==> config.mk <==
export PLATFORM = sky130hd
export DESIGN_NAME = mantissa_align
export DESIGN_NICKNAME = d
export VERILOG_FILES = /design/src/rtl/mantissa_align.sv
export SDC_FILE = /design/constraint.sdc
export NUM_CORES = 1
export LEC_CHECK = 0
export ABC_CLOCK_PERIOD_IN_PS = 4620
export BUFFER_PORTS_ARGS = -buffer_cell sky130_fd_sc_hd__buf_2
export CAP_MARGIN = 20
export CORE_MARGIN = 1
export CORE_UTILIZATION = 55
export DETAILED_ROUTE_END_ITERATION = 8
export PLACE_DENSITY = 0.82
export SLEW_MARGIN = 0
export SYNTH_ARGS = -nofsm -noshare
export SYNTH_HDL_FRONTEND = slang
export SYNTH_SLANG_ARGS = --single-unit
==> constraint.sdc <==
create_clock -name clk -period 4.62 [get_ports clk]
set_input_delay 0.462 -clock clk [delete_from_list [all_inputs] [get_ports clk]]
set_output_delay 0.462 -clock clk [all_outputs]
set_load 0.05 [all_outputs]
==> src/rtl/mantissa_align.sv <==
// mantissa_align
// Alignment stage of the floating-point adder. Picks the operand with the
// larger exponent (selected by diff[8] from the upstream exponent-difference
// ALU) and right-shifts the other operand's {hidden, fraction} by diff[7:0],
// at most STEP bits per cycle, collecting guard/round/sticky bits.
//
// Ports:
//   clk, res        clock, asynchronous active-high reset
//   a, b            IEEE-754 single operands
//   diff            [7:0] |exp_a - exp_b|, [8] set when exp_b > exp_a
//   in_valid/ready  input handshake (ready only in IDLE)
//   out_valid/ready output handshake (valid only in DONE)
//   exp_out         larger exponent
//   mant_big        {hidden, fraction} of the larger operand
//   mant_small      aligned {hidden, fraction, G, R, S} of the smaller operand
//   sign_big/small  signs of the larger / other operand
//   swapped         B was chosen as the larger operand
//   state_dbg       current FSM state
//
// Handshake: a transfer happens on a rising edge where valid and ready are
// both high; valid, once raised, stays high with stable data until accepted.
module mantissa_align #(
  parameter int STEP = 4
) (
  input  logic        clk,
  input  logic        res,
  input  logic [31:0] a,
  input  logic [31:0] b,
  input  logic [8:0]  diff,
  input  logic        in_valid,
  output logic        in_ready,
  output logic        out_valid,
  input  logic        out_ready,
  output logic [7:0]  exp_out,
  output logic [23:0] mant_big,
  output logic [26:0] mant_small,
  output logic        sign_big,
  output logic        sign_small,
  output logic        swapped,
  output logic [1:0]  state_dbg
);

  localparam logic [1:0] IDLE  = 2'd0;
  localparam logic [1:0] SHIFT = 2'd1;
  localparam logic [1:0] DONE  = 2'd2;

  localparam logic [7:0] STEP_W = 8'(STEP);

  logic [1:0]  state;
  logic [7:0]  cnt;

  logic [31:0] big_op;
  logic [31:0] small_op;
  logic [23:0] small_mant;
  logic [7:0]  s;
  logic [26:0] out_mask;
  logic [26:0] shifted;
  logic        sticky;
  logic [26:0] v_next;

  always_comb begin
    big_op     = diff[8] ? b : a;
    small_op   = diff[8] ? a : b;
    // Hidden bit is 0 for zero/denormal exponents.
    small_mant = {|small_op[30:23], small_op[22:0]};
  end

  // One shift step: move by min(STEP, cnt); every bit that falls off the
  // bottom (old sticky included) is ORed back into the sticky position.
  always_comb begin
    s        = (cnt < STEP_W) ? cnt : STEP_W;
    out_mask = (27'd1 << s) - 27'd1;
    sticky   = |(mant_small & out_mask);
    shifted  = mant_small >> s;
    v_next   = {shifted[26:1], shifted[0] | sticky};
  end

  always_ff @(posedge clk or posedge res) begin
    if (res) begin
      state      <= IDLE;
      cnt        <= 8'd0;
      exp_out    <= 8'd0;
      mant_big   <= 24'd0;
      mant_small <= 27'd0;
      sign_big   <= 1'b0;
      sign_small <= 1'b0;
      swapped    <= 1'b0;
    end else begin
      case (state)
        IDLE: begin
          if (in_valid) begin
            exp_out    <= big_op[30:23];
            mant_big   <= {|big_op[30:23], big_op[22:0]};
            sign_big   <= big_op[31];
            sign_small <= small_op[31];
            swapped    <= diff[8];
            if (diff[7:0] == 8'd0) begin
              mant_small <= {small_mant, 3'b000};
              cnt        <= 8'd0;
              state      <= DONE;
            end else if (diff[7:0] >= 8'd27) begin
              // Everything lands below S; only "anything nonzero" survives.
              mant_small <= {26'd0, |small_mant};
              cnt        <= 8'd0;
              state      <= DONE;
            end else begin
              mant_small <= {small_mant, 3'b000};
              cnt        <= diff[7:0];
              state      <= SHIFT;
            end
          end
        end
        SHIFT: begin
          mant_small <= v_next;
          cnt        <= cnt - s;
          if (cnt == s) state <= DONE;
        end
        DONE: begin
          if (out_ready) state <= IDLE;
        end
        default: state <= IDLE;
      endcase
    end
  end

  always_comb begin
    in_ready  = (state == IDLE) && !res;
    out_valid = (state == DONE);
    state_dbg = state;
  end

endmodule

==> results.md <==
* Outcome: completed
* Core Region at between 8000 and 9000 um2
* Layout area overhead at 19.0%
* Via count at ~4600
* Initial core utilization at ~57%
* Layout cells sized above 1 at between 30 and 40%
* Cts hold-fix bufs at 0
* CTS tree: built
* Combinational fraction of design power at between 40 and 50%
* Pre-CTS setup slack at between 1.5 and 2 ns
* Gate Count Post-Synth at ~500
* Clock share of power at 20.8%
* Fin nets at 700
* Clock skew at roughly 0.014 ns
* Syn Std Cell Area at about 4700 um2
* CP arrival at roughly 3.3 ns
* Netlist cell types at 59
* Final WS setup at around 1.6 ns
* Vias in the first global route at approximately 4400
* Cts bufs inserted at 9
* DR WL/cell at 18.9 um
* Critical path peak fanout at 24
* Clk Tree Root Cell: clkbuf_8
* Synth area leaders: dfrtp_1, mux2i_1, mux4_2, nand2_1, o21ai_0
* Psw at roughly 1300 uW
* FF-to-FF setup slack at between 1.5 and 2 ns
* Port Buf Inserts at about 140
* Max_cap viols at 0
* Fmax at approximately 330 MHz
* Period minus WS final at 3.04 ns
* Hold Slack at around 0.24 ns
* Tot GR Track Use at approximately a third
* DRT Pass-1 Iters at 5
* Clock transition at path regs at 0.08 ns
* Dpl hpwl at 9800 um
* Peak VDD IR at 0.000339 V
* Number of diodes at 0
* Most used flip-flop cell after synthesis: dfrtp_1
* Std-Cell Rows at 33
* Post-CTS Resized at 0
* DR vias/cell at around 6.3
* DIE AREA at about 9000 um2
* Seq pwr share at between 30% and 40%
* Slew margin rel. at 37.3%
* Drt first-iter violations at 431
* Synth top cells by count: nand2_1, dfrtp_1, mux2i_1
* Post-DRT Antenna Nets at 0
* HP Class: input port to async pin
* Hold Violations, Final at 0
* CP Class: flop to flop
* WP data required at 4.87 ns
* Drt total wl at around 14000 um
* Synth Register Bits at 72
* Asr flop ratio synth at 100%
* Setup repair bufs after CTS at 0
* Overflow after GRT at 0
* Mapped Avg Cell Area at approximately 9.4 um2
* Clock sinks at a little over 70
* Worst-Margin Slew at between 0.9 and 1 ns
* Area share of the largest cell type after synthesis at a little under two fifths
* Io pins at about 140
* Worst-Skew Late Latency at around 0.36 ns
* Fin. max-slew vios at 0
* Syn nets at approximately 580
* Cell Pwr Density at about 480 nW/um2
* Inst Count DP at approximately 700
* Internal at ~1400 uW
* RSZ-0062 raised after global routing: no
* Initial antenna violation count at 0
* First-pass GRT wire length at roughly 22000 um
* Number of synthesized flops with an enable pin at 0
* Number of remaining DRC errors at 0
* CTS H-tree lvls at 3
* Pin count of the biggest net entering global routing at 66
* GP Congestion at approximately 0.85
* Critical Path Source Type: flop
* Static Leak at around 0.0027 uW
* Fillers at approximately 660
* Worst setup EP type: flop
* YS warnings at 0
* TNS Setup at 0 ns
* Power, Total at around 2700 uW
* Clock tree buffer depth at 2
* Most frequent cell after synthesis: nand2_1
* Fin cells at 730
* Sequential area share after synthesis at 38.0%
* Setup-failing EPs final at 0
* Fin crit share at 65.8%
* Switching Share at around 48%
* DIE WIDTH at 94.9 um
* Yosys top cell by area: dfrtp_1
* Die Height at approximately 95 um
==> cell type report <==
cell class | count | area (um2) | area share, %
clock inverter | 6 | 92.6 | 1.64
tap | 105 | 131 | 2.33
inverter | 3 | 11.3 | 0.199
sequential | 72 | 1800 | 31.9
multi-input combinational | 388 | 2730 | 48.4
timing repair buffer | 147 | 751 | 13.3
clock buffer | 9 | 124 | 2.19
==> registers in the layout (all words and copies together) (netlist names) <==
signal and cells:
mant_small 27, mant_big 24, cnt 8, exp_out 8
state_dbg 2, sign_big 1, sign_small 1, swapped 1
==> metal layers <==
layer	GRT usage (%)	part of all wire [%]
met2	52.4	49
met3	6.28	7.1
met5	0	0
met4	14.8	3.0
met1	41.2	41
==> power by group through the flow <==
stage | logic [uW] | clock network [uW] | registers, uW
floorplan | 528 | 0 | 1330
global placement | 1210 | 0 | 894
detailed placement | 1240 | 0 | 903
CTS | 1240 | 563 | 891
global route | 1320 | 590 | 912
finish | 1250 | 562 | 893
==> per-stage QoR <==
stage,utilization (%),instance area (um2)
finish,68.0,5650
global route,68.0,5650
CTS,68.0,5650
detailed placement,65.4,5430
global placement,65.4,5430
floorplan,-,4750
==> cells in the final DEF (no fill, tap or decap), types with 7 or more instances in the layout <==
cell	Yosys	layout
nor3_1	14	14
nand2_1	75	75
a21oi_1	14	14
o21ai_1	13	13
dfrtp_1	72	72
mux4_2	13	13
nor2_1	26	26
nor4_1	14	14
clkbuf_8	0	9
mux2i_1	71	71
nand3_1	8	8
o21ai_0	42	42
nor2b_1	7	7
buf_2	12	141
o221ai_1	7	7
a31oi_1	8	8
==> critical path: stages, from the launching register on <==
cell,delay [ns]
dfrtp_1,0.48
nor4_4,0.57
nand2_2,0.42
nor2_1,0.36
nand2_1,0.10
ha_1,0.29
nor2b_1,0.04
nor3_1,0.16
o2111ai_1,0.15
o311a_1,0.35
==> path summary, 6_finish.rpt <==
kind | startpoint | end | depth (start not counted)
hold reg to reg | exp_out[7] | exp_out[7] | 2
setup / recovery | cnt[4] | mant_small[0] | 9
max in group asynchronous | res | mant_small[10] | 3
setup reg to reg | cnt[4] | mant_small[0] | 9
hold / removal | res | mant_big[21] | 2
min in group clk | diff[0] | cnt[0] | 2
==> logic make-up after synthesis <==
group,after synthesis,synth area share [%]
and+or+nand+nor,164,16.4
muxes,89,22.3
DFF,72,38.0
AOI/OAI and AO/OA,132,18.2
buffers and inverters,43,4.46
other,1,0.0790
adders and majority gates,2,0.527
Note: power is estimated with default switching activity, not from simulation.
